**src/rtl/csa_stream_accumulator_pkg.sv**
```systemverilog
// Shared types for the carry-save stream accumulator: FSM state encodings
// and default widths used by the interface and the top level.
package csa_stream_accumulator_pkg;

  typedef enum logic [1:0] {
    ST_ACCUM   = 2'd0,
    ST_RESOLVE = 2'd1,
    ST_HOLD    = 2'd2
  } state_e;

  localparam int DEF_WIDTH     = 4;
  localparam int DEF_ACC_WIDTH = 8;
  localparam int DEF_CNT_WIDTH = 8;

endpackage

```
**src/rtl/csa_stream_accumulator_if.sv**
```systemverilog
// Operand-in / result-out stream bundle for csa_stream_accumulator.
// Valid/ready: a beat transfers on a rising edge where valid and ready are
// both high; the source holds data stable while valid is high and ready low.
interface csa_stream_accumulator_if
  import csa_stream_accumulator_pkg::*;
#(
  parameter int WIDTH     = DEF_WIDTH,
  parameter int ACC_WIDTH = DEF_ACC_WIDTH,
  parameter int CNT_WIDTH = DEF_CNT_WIDTH
);

  logic                 in_valid;
  logic                 in_ready;
  logic [WIDTH-1:0]     in_data;
  logic                 in_last;
  logic                 out_valid;
  logic                 out_ready;
  logic [ACC_WIDTH-1:0] out_sum;
  logic                 out_ovf;
  logic [CNT_WIDTH-1:0] out_count;

  // Accumulator side: sinks operands, sources results.
  modport slave (
    input  in_valid, in_data, in_last, out_ready,
    output in_ready, out_valid, out_sum, out_ovf, out_count
  );

  // Producer/consumer side.
  modport master (
    output in_valid, in_data, in_last, out_ready,
    input  in_ready, out_valid, out_sum, out_ovf, out_count
  );

endinterface

```
**src/rtl/csa_stream_accumulator_csa_row.sv**
```systemverilog
// Width-generic 3:2 compressor row; carry is returned unshifted so the
// caller decides how to align it.
module csa_row #(
  parameter int W = 8
) (
  input  logic [W-1:0] a,
  input  logic [W-1:0] b,
  input  logic [W-1:0] c,
  output logic [W-1:0] sum,
  output logic [W-1:0] carry
);

  assign sum   = a ^ b ^ c;
  assign carry = (a & b) | (a & c) | (b & c);

endmodule

```
**src/rtl/csa_stream_accumulator.sv**
```systemverilog
// Running total kept as sum/carry vectors; one 3:2 row per accepted beat,
// one carry-propagate add when the group's last beat has been absorbed.
module csa_stream_accumulator
  import csa_stream_accumulator_pkg::*;
#(
  parameter int WIDTH     = DEF_WIDTH,
  parameter int ACC_WIDTH = DEF_ACC_WIDTH,
  parameter int CNT_WIDTH = DEF_CNT_WIDTH
) (
  input  logic                     clk,
  input  logic                     rst,
  csa_stream_accumulator_if.slave  bus,
  output logic [1:0]               dbg_state
);

  state_e               state_q, state_d;
  logic [ACC_WIDTH-1:0] s_q, s_d;
  logic [ACC_WIDTH-1:0] c_q, c_d;
  logic                 ovf_acc_q, ovf_acc_d;
  logic [CNT_WIDTH-1:0] cnt_q, cnt_d;
  logic [ACC_WIDTH-1:0] out_sum_q, out_sum_d;
  logic                 out_ovf_q, out_ovf_d;
  logic [CNT_WIDTH-1:0] out_count_q, out_count_d;

  logic [ACC_WIDTH-1:0] x_ext;
  logic [ACC_WIDTH-1:0] row_sum;
  logic [ACC_WIDTH-1:0] row_carry;
  logic [ACC_WIDTH:0]   cpa;

  assign x_ext = ACC_WIDTH'(bus.in_data);

  csa_row #(.W(ACC_WIDTH)) u_row (
    .a     (s_q),
    .b     (c_q),
    .c     (x_ext),
    .sum   (row_sum),
    .carry (row_carry)
  );

  assign cpa = {1'b0, s_q} + {1'b0, c_q};

  always_comb begin
    state_d     = state_q;
    s_d         = s_q;
    c_d         = c_q;
    ovf_acc_d   = ovf_acc_q;
    cnt_d       = cnt_q;
    out_sum_d   = out_sum_q;
    out_ovf_d   = out_ovf_q;
    out_count_d = out_count_q;
    case (state_q)
      ST_ACCUM: begin
        if (bus.in_valid) begin
          s_d = row_sum;
          c_d = row_carry << 1;
          // The carry bit that falls off the top is worth 2^ACC_WIDTH.
          ovf_acc_d = ovf_acc_q | row_carry[ACC_WIDTH-1];
          if (cnt_q != '1) cnt_d = cnt_q + 1'b1;
          if (bus.in_last) state_d = ST_RESOLVE;
        end
      end
      ST_RESOLVE: begin
        out_sum_d   = cpa[ACC_WIDTH-1:0];
        out_ovf_d   = ovf_acc_q | cpa[ACC_WIDTH];
        out_count_d = cnt_q;
        state_d     = ST_HOLD;
      end
      ST_HOLD: begin
        if (bus.out_ready) begin
          s_d       = '0;
          c_d       = '0;
          ovf_acc_d = 1'b0;
          cnt_d     = '0;
          state_d   = ST_ACCUM;
        end
      end
      default: state_d = ST_ACCUM;
    endcase
  end

  always_ff @(posedge clk) begin
    if (rst) begin
      state_q     <= ST_ACCUM;
      s_q         <= '0;
      c_q         <= '0;
      ovf_acc_q   <= 1'b0;
      cnt_q       <= '0;
      out_sum_q   <= '0;
      out_ovf_q   <= 1'b0;
      out_count_q <= '0;
    end else begin
      state_q     <= state_d;
      s_q         <= s_d;
      c_q         <= c_d;
      ovf_acc_q   <= ovf_acc_d;
      cnt_q       <= cnt_d;
      out_sum_q   <= out_sum_d;
      out_ovf_q   <= out_ovf_d;
      out_count_q <= out_count_d;
    end
  end

  assign bus.in_ready  = (state_q == ST_ACCUM);
  assign bus.out_valid = (state_q == ST_HOLD);
  assign bus.out_sum   = out_sum_q;
  assign bus.out_ovf   = out_ovf_q;
  assign bus.out_count = out_count_q;
  assign dbg_state     = state_q;

endmodule

```
**src/flat_wrapper.sv**
```systemverilog
// flat-port wrapper written by rule: the top's interface ports become plain ports
module csa_stream_accumulator_flat import csa_stream_accumulator_pkg::*;
#(
  parameter int WIDTH     = DEF_WIDTH,
  parameter int ACC_WIDTH = DEF_ACC_WIDTH,
  parameter int CNT_WIDTH = DEF_CNT_WIDTH
)
  (clk, rst, dbg_state, bus_in_valid, bus_in_data, bus_in_last, bus_out_ready, bus_in_ready, bus_out_valid, bus_out_sum, bus_out_ovf, bus_out_count);
  csa_stream_accumulator_if #(.WIDTH(WIDTH), .ACC_WIDTH(ACC_WIDTH), .CNT_WIDTH(CNT_WIDTH)) bus_i ();
  input  logic clk;
  input  logic rst;
  output logic [1:0] dbg_state;
  input wire logic [$bits(bus_i.in_valid)-1:0] bus_in_valid;
  input wire logic [$bits(bus_i.in_data)-1:0] bus_in_data;
  input wire logic [$bits(bus_i.in_last)-1:0] bus_in_last;
  input wire logic [$bits(bus_i.out_ready)-1:0] bus_out_ready;
  output wire logic [$bits(bus_i.in_ready)-1:0] bus_in_ready;
  output wire logic [$bits(bus_i.out_valid)-1:0] bus_out_valid;
  output wire logic [$bits(bus_i.out_sum)-1:0] bus_out_sum;
  output wire logic [$bits(bus_i.out_ovf)-1:0] bus_out_ovf;
  output wire logic [$bits(bus_i.out_count)-1:0] bus_out_count;
  assign bus_i.in_valid = bus_in_valid;
  assign bus_i.in_data = bus_in_data;
  assign bus_i.in_last = bus_in_last;
  assign bus_i.out_ready = bus_out_ready;
  assign bus_in_ready = bus_i.in_ready;
  assign bus_out_valid = bus_i.out_valid;
  assign bus_out_sum = bus_i.out_sum;
  assign bus_out_ovf = bus_i.out_ovf;
  assign bus_out_count = bus_i.out_count;
  csa_stream_accumulator #(.WIDTH(WIDTH), .ACC_WIDTH(ACC_WIDTH), .CNT_WIDTH(CNT_WIDTH)) u_core (.clk(clk), .rst(rst), .bus(bus_i), .dbg_state(dbg_state));
endmodule
```
**config.mk**
```make
export PLATFORM = sky130hd
export DESIGN_NAME = csa_stream_accumulator_flat
export DESIGN_NICKNAME = d
export VERILOG_FILES = /design/src/rtl/csa_stream_accumulator_pkg.sv /design/src/rtl/csa_stream_accumulator_if.sv /design/src/rtl/csa_stream_accumulator_csa_row.sv /design/src/rtl/csa_stream_accumulator.sv /design/src/flat_wrapper.sv
export SDC_FILE = /design/constraint.sdc
export NUM_CORES = 1
export LEC_CHECK = 0
export ABC_CLOCK_PERIOD_IN_PS = 4450
export CAP_MARGIN = 0
export CORE_MARGIN = 2
export CORE_UTILIZATION = 30
export DETAILED_ROUTE_END_ITERATION = 10
export PLACE_DENSITY_LB_ADDON = 0.25
export SETUP_SLACK_MARGIN = 0.05
export SLEW_MARGIN = 15
export SYNTH_ARGS = -nofsm -noshare
export SYNTH_HDL_FRONTEND = slang
export SYNTH_SLANG_ARGS = --single-unit
```
**constraint.sdc**
```tcl
create_clock -name clk -period 4.45 [get_ports clk]
set_clock_uncertainty 0.15 [all_clocks]
set_input_delay 1.335 -clock clk [delete_from_list [all_inputs] [get_ports clk]]
set_output_delay 1.335 -clock clk [all_outputs]
set_load 0.03 [all_outputs]
```
==> results of run 1 <==
[flip-flops by register name, indices dropped and copies added (netlist names)]
register              count
u_core.bus.out_count      8
u_core.bus.out_sum        8
u_core.cnt_q              8
u_core.s_q                8
u_core.c_q                7
u_core.dbg_state          2
u_core.bus.out_ovf        1
u_core.ovf_acc_q          1
[layout make-up]
type	instances	area share, %
Inverter	4	0.563
Multi-Input combinational cell	193	46.2
Sequential cell	43	32.3
Tap cell	99	4.64
Timing Repair Buffer	35	12.6
Clock buffer	8	3.75
[worst max-delay path, delay by kind of cell, from the launching register on]
kind	cells	cell delay [ns]
buffers and inverters	3	1.17
AND/OR/NAND/NOR	1	0.32
flip-flops	1	0.31
[cell families (layout without fill, tap and decap cells)]
group	after synthesis	after routing	synth area share (%)
simple gates	112	112	29.0
mux	2	2	0.969
compound gates	64	64	16.9
buf+inv	26	47	4.67
xor+xnor	2	2	0.798
fa+ha+maj	13	13	8.43
flops	43	43	39.2
[per-stage QoR]
step           hold slack [ns]  instances
6_report                 0.305        382
5_1_grt                  0.319        382
4_1_cts                  0.308        382
3_5_place_dp             0.296        374
3_3_place_gp             0.291        374
2_1_floorplan            0.299        262
[where the power goes]
part / switching, µW / total [µW] / internal (µW)
logic: 53.2 / 89.3 / 36.1
registers: 7.32 / 400 / 393
clock network: 135 / 277 / 142
[final timing paths]
| path | endpoint | cells after the start |
|---|---|---|
| max | bus_out_valid | 4 |
| min | u_core.bus.out_count[1] | 2 |
| max reg2reg | u_core.bus.out_ovf | 4 |
| min reg2reg | u_core.bus.out_count[1] | 2 |
[per-layer routing]
metal,up-vias,wire length [µm]
li1,991,-
met1,900,2570
met2,52,2440
met3,4,291
met4,0,42
met5,-,0
[placed cells by master (no fill, tap or decap), types with 2 or more instances in the layout]
cell type,count
nand2_1,35
nand4b_1,2
a21oi_1,36
nor4b_1,3
a31oi_1,5
nor4bb_1,15
a211oi_1,2
o311ai_0,2
o21ai_0,8
nor2_1,20
o31ai_1,2
clkdlybuf4s50_1,29
dfxtp_1,43
nand4_1,3
clkbuf_8,7
nand2b_1,2
xnor2_1,2
inv_1,4
nand3_1,10
buf_4,6
or4_1,4
fa_1,3
nor3_1,6
ha_1,10
nor4_1,3
o211ai_1,4
==> impl.org, run 1 <==
** Outcome
- The run finished with clean final reports.

** Route
- Summed over all layers, the routed wires come to 5350 µm.
- For this block, the initial DRC count from the detailed router was 86.
- Across all layers, the routed design uses 1947 vias.
- In the final routed layout, each cell accounts on average for 14.0 µm.
- In the routed design, unresolved DRC markers number 0.
- Number of detailed-routing iterations run before antenna repair :: 4
- The count of nets left with antenna violations once routing finished came out at 0.
- After detailed routing, the number of vias per cell comes to 5.10.

** Synthesis
- Ranked by total cell area, the synthesized netlist is headed by dfxtp_1 (39%), a21oi_1 (8.2%), nor4bb_1 (6.8%).
- Post-synth ARST share :: 0%
- Dominant synthesized flop cell :: dfxtp_1
- Cell taking the most area after synthesis :: dfxtp_1
- Number of warnings printed during yosys synthesis :: 0
- Most used standard cells in the synthesized netlist :: dfxtp_1 (43), a21oi_1 (36), nand2_1 (35)
- In the post-synthesis netlist, the cell with the most instances is dfxtp_1.
- Number of nets in the synthesized netlist :: 284
- Seq/Total Area, Yosys :: 39.2%
- Synthesized flop and latch total :: 43
- Synthesized area :: 2200 µm²
- Synthesized area per cell :: 8.38 µm²
- Share of the synthesized area in the top cell type :: 39.2%
- Number of cells produced by synthesis :: 262
- The synthesized netlist contains 43 unique library cells.
- In this run, synthesis inferred 0 flip-flops with an integrated enable.

** Floorplanning
- Area of the core :: 7180 µm²
- In this run the count of I/O pins placed on the die edge is 30.
- In this run the vertical extent of the chip is 89.6 µm.
- The initial utilization of the core area, before any placement, comes to 30.6%.
- From left edge to right edge, the die measures 89.6 µm.
- The floorplan step defined a die boundary enclosing 8020 µm².
- The floorplan has 31 rows.

** Critical path
- Max FO, Critical Path :: 26
- Critical-path cell with the highest stage delay :: clkdlybuf4s50_1
- Type of origin of the critical path :: flip-flop
- Classification of the worst setup path :: reg -> out
- The worst setup path is captured at an output port.
- Worst path max stage delay :: 0.71 ns
- The worst register-to-register path begins at u_core.dbg_state[1].
- Worst-path cell chain :: buf_4 > or2b_1 > inv_1 > clkdlybuf4s50_1
- For flop-to-flop paths, the worst setup slack is 2.31 ns.
- In this run the worst setup path begins at u_core.dbg_state[1].
- Critical path arrival :: 2.10 ns
- At the worst endpoint, the required time is 2.96 ns.

** CTS
- Total clock sinks :: 43
- Buffers added to address setup during post-CTS repair amount to 0.
- The tree is rooted in a clkbuf_8.
- Number of buffers inserted during clock tree synthesis :: 5
- After clock tree synthesis, the repair step resized 0 gates.
- The H-tree was split into 2 levels.
- Insertion delay of the later-clocked pin in the worst-skew pair :: 0.29 ns
- After clock tree synthesis, the clock-pin slew on the worst setup and hold paths is 0.08 ns.
- CTS max path bufs :: 2
- Hold-fix buffers at CTS :: 0
- TritonCTS built the clock tree.

** STA
- Setup repair after global routing left no endpoint under its margin.
- Final min period :: 3.58 ns
- The final hold violation count is 0.
- Worst slew pin tran :: 1.07 ns
- Highest clock frequency the design can meet :: 0.279 GHz
- The worst pin sits at a relative slew slack of 28.9%.
- The number of slew-limit violations in the final report is 0.
- The worst path uses 80.5% of the clock period.
- Total negative slack for setup checks :: 0 ns
- Worst path setup slack after routing :: 0.868 ns
- Setup violations remaining at the end of the flow were counted as 0.

** Layout
- Multi-input logic area :: 1230 µm²
- Final core occ :: 37.2%
- With fillers left out, the area of the finished cells amounts to 2670 µm².
- Post-layout nets :: 304
- Filler Cells Inserted :: 749
- Layout cells sized above 1 :: 5.65%
- Synth-to-layout area growth :: 21.5%
- Footprint of the flip-flops and latches :: 861 µm²
- Antenna Diode Count :: 0

** Placement
- Before CTS, the worst setup slack after placement is 1.10 ns.
- Half-perimeter wire length after detailed placement :: 3670 µm
- Number of buffers added on ports :: 29
- Post-DP Area :: 2570 µm²
- Global placer's final weighted congestion :: 0.875

** GRT
- Entering global routing, the biggest net connects 27 pins.
- Met1 usage :: 18.4%
- First-pass GRT wire length :: 8880 µm
- The total overflow left after global routing is 0.
- The number of global-route vias before repair came to 1835.
- The initial antenna violation count is 0.
- After global routing, the most crowded layer is met2.
- Global routing used 4.16% of the available met3 tracks.
- Met2 usage in global routing :: 22.9%
- Global routing used 14.3% of the available tracks.

** Worst hold path
- The min-delay analysis places its worst path in the category reg -> reg.
- In this run the most critical hold path is launched from u_core.bus.out_count[1].

** Job
- Max cap viols :: 0

** Pwr
- Power per cell area :: 287 nW/µm²
- Cell leakage power :: 0.000933 µW
- Summing internal, switching and leakage power gives 767 µW.
- IR analysis of the VDD net gives a maximum drop of 0.0928 mV.
(Power assumes the default switching activity.)
==> run 2: changes to the inputs <==
Settings changed: ABC_CLOCK_PERIOD_IN_PS 4450 to 3350.
Clock period 4.45 ns to 3.35 ns, I/O delays scaled along.
==> impl.org, run 2 (synthesis gave the netlist of run 1 again) <==
** Pwr
- Cell leakage power :: 0.000942 µW (+0.97%)
- The worst supply voltage drop on vdd is 0.228 mV (+150%).
- The total power density per cell area came to 378 nW/µm² (+32%).

** Layout
- Top library cells by usage in the layout, fill and taps aside :: dfxtp_1 (43), a21oi_1 (36), nand2_1 (35), clkdlybuf4s50_1 (29), nor2_1 (20)
- The net count of the finished layout is 306 (+0.66%).
- Compared with the post-synthesis result, the final layout area differs by 22.2%.
- Leaving out fill and tap cells, the most frequent cell in the layout is dfxtp_1.
- The layout cell share with drive strength beyond 1 is 6.32% (+0.66 points).
- Antenna Diode Count :: 0 (unchanged)
- Design Area, Final :: 2680 µm² (+0.56%)

** STA
- The count of endpoints failing setup in the final report came to 0 (unchanged).
- The final hold violation count was 0 (unchanged).
- Worst path setup slack after routing :: 0.312 ns (-0.557 ns)
- Worst slew pin tran :: 0.574 ns (-0.493 ns)
- The worst path in the final design needs a cycle of 3.04 ns, including I/O delays and setup.
- Setup repair after global routing left no endpoint under its margin.
- Highest clock frequency the design can meet :: 0.329 GHz
- The setup TNS after final layout was 0 ns (unchanged).
- The worst hold margin came to 0.304 ns (-0.000668 ns).
- Max Transition Viols Final :: 0 (unchanged)
- Worst slew margin :: 61.7% (+33 points)
- Final Cycle Share :: 90.7%

** Critical path
- Type of origin of the critical path :: flip-flop
- The critical-path maximum fanout is 7 (-73%).
- The number of buffers and inverters on the critical path was 2 (-1).
- The worst setup path is captured at an output port.
- The largest individual stage delay along the critical path comes from the cell clkdlybuf4s50_1.
- The data required time of the worst path came to 2.19 ns (-0.77 ns).
- By startpoint and endpoint, the worst setup path is classified as reg -> out.
- Flop-to-flop setup slack :: 1.27 ns (-1.04 ns)
- The data arrival at the endpoint of the critical path came to 1.88 ns (-0.22 ns).
- Category of cells accounting for the largest share of critical-path delay :: buffers and inverters
- The signal on the critical path passes through or2b_1 > inv_1 > clkdlybuf4s50_1.
- Worst path max stage delay :: 0.72 ns (about the same)

** Job
- Max cap viols :: 0 (unchanged)

** Floorplanning
- The die span in y was 89.6 µm (unchanged).
- Number of placement rows :: 31 (unchanged)
- Starting utilization of the core area :: 30.6% (unchanged)
- Die area :: 8020 µm² (unchanged)
- The number of top-level pins was 30 (unchanged).
- The placeable core region was 7180 µm² (unchanged).
- Overall die width :: 89.6 µm (unchanged)

** CTS
- The number of buffers between clock root and the deepest sink was 2 (unchanged).
- The CTS buffer count is 5 (unchanged).
- CTS placed an instance of clkbuf_8 at the clock tree root.
- The post-CTS setup buffer count was 0 (unchanged).
- The deepest level of the CTS H-tree is 2 (unchanged).
- Total clock sinks :: 43 (unchanged)
- TritonCTS built the clock tree.
- Clock Pin Slew Worst Setup and Hold Paths :: 0.09 ns (about the same)
- Insertion delay of the later-clocked pin in the worst-skew pair :: 0.30 ns (about the same)
- CTS-repair resized insts :: 0 (unchanged)
- Hold-fix buffers at CTS :: 0 (unchanged)

** Route
- Per-cell routed wire length :: 13.8 µm (-1.7%)
- Number of DRC markers after the initial detailed-route iteration :: 48 (-44%)
- Final ANT Viol Nets :: 0 (unchanged)
- Avg Vias per Cell :: 5.09 (-0.16%)
- The number of vias in the routed layout was 1954 (+0.36%).
- The first-pass iteration count of the detailed router was 4 (unchanged).
- Post-route DRC violation count :: 0 (unchanged)
- Detailed Route WL :: 5280 µm (-1.2%)

** GRT
- Pin count of the biggest net entering global routing :: 26 (-3.7%)
- Vias in the first global route :: 1866 (+1.7%)
- The global-route wire length before repair is 9020 µm (+1.6%).
- Congestion Overflow GR :: 0 (unchanged)
- The initial antenna violation count came to 0 (unchanged).
- The overall routing resource usage was 14.6% (+0.28 points).

** Worst hold path
- The path class of the tightest hold or removal check is reg -> reg.

** Outcome
- The flow ran to the end, and the final reports show no timing, DRC or antenna violations.

** Placement
- The final estimated routing congestion in global placement came to 0.844 (-3.5%).
- The number of port buffers came to 29 (unchanged).
- Worst-case setup slack after placement :: 0.424 ns (-0.676 ns)
- Post-DP Area :: 2580 µm² (+0.59%)
- The placed wire-length estimate after detailed placement was 3690 µm (+0.58%).
==> run 2: cell types whose count changed in the layout (fill, tap and decap cells not counted), sizes merged <==
cell,previous run,this run
buf,6,8
==> run 2: layer usage <==
layer / vias to the layer above / track usage (%) / share of wire [%]
met1: 919 / 19.1 / 49
li1: 992 / - / -
met4: 0 / 5.70 / 1.9
met2: 35 / 23.5 / 46
met3: 8 / 2.95 / 3.4
met5: - / 0 / 0
==> run 2: area by class of cell <==
| class | instances | area, µm² |
|---|---|---|
| Sequential cell | 43 | 861 |
| Fill cell | 762 | 4490 |
| Clock buffer | 8 | 100 |
| Timing Repair Buffer | 37 | 350 |
| Inverter | 4 | 15.0 |
| Multi-Input combinational cell | 193 | 1230 |
| Tap cell | 99 | 124 |
==> run 2: final timing paths <==
kind / end / startpoint / depth (start not counted)
worst min-delay path: u_core.bus.out_count[0] / u_core.bus.out_count[0] / 2
worst max register to register: u_core.bus.out_ovf / u_core.dbg_state[1] / 5
worst min register to register: u_core.bus.out_count[0] / u_core.bus.out_count[0] / 2
worst max-delay path: bus_out_valid / u_core.dbg_state[1] / 3
==> run 2: power breakdown <==
group	switching, µW	internal [µW]	total [µW]	leakage [µW]
combinational	70.3	49.3	120	0.000543
clock	175	188	363	0.0000515
sequential	10.1	522	532	0.000348
total	255	759	1010	0.000942
==> run 2: tightest hold or removal path, stage by stage, from the launching register on <==
cell	delay, ns
dfxtp_1	0.32
nand2_1	0.05
a21oi_1	0.05
==> run 2: per-stage QoR <==
| step | instances | power, µW | utilization [%] |
|---|---|---|---|
| floorplan | 262 | 621 | - |
| global placement | 376 | 664 | 36.0 |
| detailed placement | 376 | 665 | 36.0 |
| CTS | 384 | 1030 | 37.4 |
| global route | 384 | 1070 | 37.4 |
| finish | 384 | 1010 | 37.4 |
==> run 3: changes to the inputs <==
Settings changed: CELL_PAD_IN_SITES_DETAIL_PLACEMENT from default to 1, CELL_PAD_IN_SITES_GLOBAL_PLACEMENT from default to 2, CORE_UTILIZATION 30 to 32.
==> impl.org, run 3 (synthesis gave the netlist of run 1 again) <==
** STA
- Worst slew pin tran :: 1.03 ns (+0.452 ns)
- The count of endpoints failing setup in the final report is 0 (unchanged).
- The fmax is 0.322 GHz (-2.1%).
- Final Hold Slack :: 0.307 ns (+0.00332 ns)
- Max Transition Viols Final :: 0 (unchanged)
- The relative slew slack is 31.6% (-30 points).
- Total negative slack for setup checks :: 0 ns (unchanged)
- The final hold violation count was 0 (unchanged).
- Final min period :: 3.10 ns (+0.0651 ns)
- RSZ-0062 raised after global routing :: false
- The share of the clock period used by the worst path after layout came to 92.6% (+1.9 points).
- The final worst setup slack came to 0.247 ns (-0.0651 ns).

** Critical path
- Reg-to-reg critical path startpoint :: u_core.dbg_state[1]
- Worst path max stage delay :: 0.72 ns (about the same)
- The critical path in this run is classified as reg -> out.
- Flop-to-flop setup slack :: 1.05 ns (-0.22 ns)
- The worst setup path is captured at an output port.
- Worst-path cell chain :: or2b_1 > inv_1 > clkdlybuf4s50_1
- Critical-path cell with the highest stage delay :: clkdlybuf4s50_1
- The number of buffers and inverters on the critical path was 2 (unchanged).
- The data arrival at the endpoint of the critical path is 1.95 ns (+0.07 ns).
- Required time at the endpoint of the critical path :: 2.19 ns (about the same)
- The critical-path maximum fanout is 7 (unchanged).
- The worst setup path is launched from a flip-flop.
- R2R cell count :: 4 (-1)
- FF-to-FF End :: u_core.bus.out_ovf
- Category of cells accounting for the largest share of critical-path delay :: buffers and inverters

** Placement
- The number of port buffers came to 29 (unchanged).
- The placed wire-length estimate after detailed placement is 4190 µm (+13%).
- Worst-case setup slack after placement :: 0.518 ns (+0.0946 ns)
- Global placer's final weighted congestion :: 0.798 (-5.4%)

** CTS
- The post-CTS setup buffer count is 0 (unchanged).
- CTS-repair resized insts :: 0 (unchanged)
- The quantity of hold-fixing buffers added after cts is 0 (unchanged).
- CTS max path bufs :: 2 (unchanged)
- The CTS sink count was 43 (unchanged).
- The deepest level of the CTS H-tree came to 2 (unchanged).
- The CTS buffer count is 5 (unchanged).
- Clock Pin Slew Worst Setup and Hold Paths :: 0.09 ns (about the same)
- TritonCTS clock tree :: yes
- Insertion delay of the later-clocked pin in the worst-skew pair :: 0.30 ns (about the same)
- In this run the clock root is driven by a clkbuf_8.

** Route
- Avg Vias per Cell :: 5.50 (+8.2%)
- Number of detailed-routing iterations run before antenna repair :: 4 (unchanged)
- Detailed Route WL :: 5990 µm (+13%)
- Post-route DRC violation count :: 0 (unchanged)
- Per-cell routed wire length :: 16.5 µm (+20%)
- Number of DRC markers after the initial detailed-route iteration :: 57 (+19%)
- Final ANT Viol Nets :: 0 (unchanged)
- The number of vias in the routed layout came to 1998 (+2.3%).

** Layout
- The layout cell share with drive strength beyond 1 came to 5.65% (-0.66 points).
- Footprint of the flip-flops and latches :: 861 µm² (unchanged)
- The filler cell count was 810 (+6.3%).
- The net count of the finished layout came to 304 (-0.65%).
- Antenna Diode Count :: 0 (unchanged)
- The library cell used most frequently in the layout, excluding fill and tap cells, is dfxtp_1.
- Synth-to-layout area growth :: 21.9%
- The utilization of the core after routing is 39.8% (+2.4 points).
- The area used by multi-input combinational logic was 1230 µm² (unchanged).
- Top library cells by usage in the layout, fill and taps aside :: dfxtp_1 (43), a21oi_1 (36), nand2_1 (35), clkdlybuf4s50_1 (29), nor2_1 (20)

** GRT
- Congestion Overflow GR :: 0 (unchanged)
- Total GRT Usage :: 16.9% (+2.3 points)
- First-pass GRT wire length :: 9980 µm (+11%)
- Number of antenna violations at the first check in global routing :: 0 (unchanged)
- Pin count of the biggest net entering global routing :: 27 (+3.8%)
- The number of global-route vias before repair is 2012 (+7.8%).

** Floorplanning
- Area of the core :: 6720 µm² (-6.4%)
- The floorplan die area was 7540 µm² (-6.0%).
- The initial core utilization came to 32.7% (+2.1 points).
- Overall die width :: 86.8 µm (-3.0%)
- Number of placement rows :: 30 (-3.2%)
- The number of top-level pins was 30 (unchanged).
- The die span in y is 86.8 µm (-3.0%).

** Outcome
- Run status :: finished clean

** Worst hold path
- For hold timing, the worst endpoint is u_core.bus.out_sum[1].
- Cell count of the worst hold path :: 2 (unchanged)
- HP Class :: reg -> reg
- The worst hold path begins at u_core.bus.out_sum[1].

** Pwr
- Overall power :: 1140 µW (+12%)
- Worst-case vdd ir drop :: 0.146 mV (-36%)
- Power per cell area :: 426 nW/µm² (+13%)
- The leakage dissipation is 0.000947 µW (+0.51%).

** Job
- The number of maximum-capacitance constraint violations is 0 (unchanged).
## run 3: stage by stage
stage	cell area, µm²	std cells
6_report	2680	363
5_1_grt	2680	363
4_1_cts	2680	363
3_5_place_dp	2540	355
3_3_place_gp	2540	355
2_1_floorplan	2200	262
## run 3: how the worst max path moves through the flow
stage | slack, ns | depth (start not counted) | endpoint | start
after global routing | 0.18 | 3 | bus_out_valid | u_core.dbg_state[1]
after CTS | 0.24 | 3 | bus_out_valid | u_core.dbg_state[1]
after detailed placement | 0.52 | 6 | u_core.cnt_q[1] | bus_out_ready
after floorplan | 1.04 | 2 | bus_out_valid | u_core.dbg_state[1]
final | 0.25 | 3 | bus_out_valid | u_core.dbg_state[1]
after global placement | 0.53 | 6 | u_core.cnt_q[1] | bus_out_ready
## run 3: final cells by class
class | instances | share of cell area [%]
timing repair buffer | 35 | 12.5
clock inverter | 2 | 2.24
sequential | 43 | 32.2
inverter | 4 | 0.561
multi-input combinational | 193 | 46.0
clock buffer | 6 | 2.71
tap | 80 | 3.74
## run 3: per-layer routing
metal	GRT usage [%]	vias to the layer above	wire length [µm]
met3	3.62	7	138
li1	-	989	-
met4	4.83	0	88
met5	0	-	0
met2	29.1	26	3030
met1	21.2	976	2730
## run 3: worst min-delay path: stages, from the launching register on
cell and delay (ns):
dfxtp_1 0.32, nand2_1 0.05, a21oi_1 0.05
## run 3: power by group
group / leakage (µW) / total (µW) / internal (µW) / switching (µW)
Clock: 0.0000654 / 487 / 298 / 189
Combinational: 0.000534 / 121 / 47.9 / 72.7
Sequential: 0.000348 / 532 / 522 / 10.3
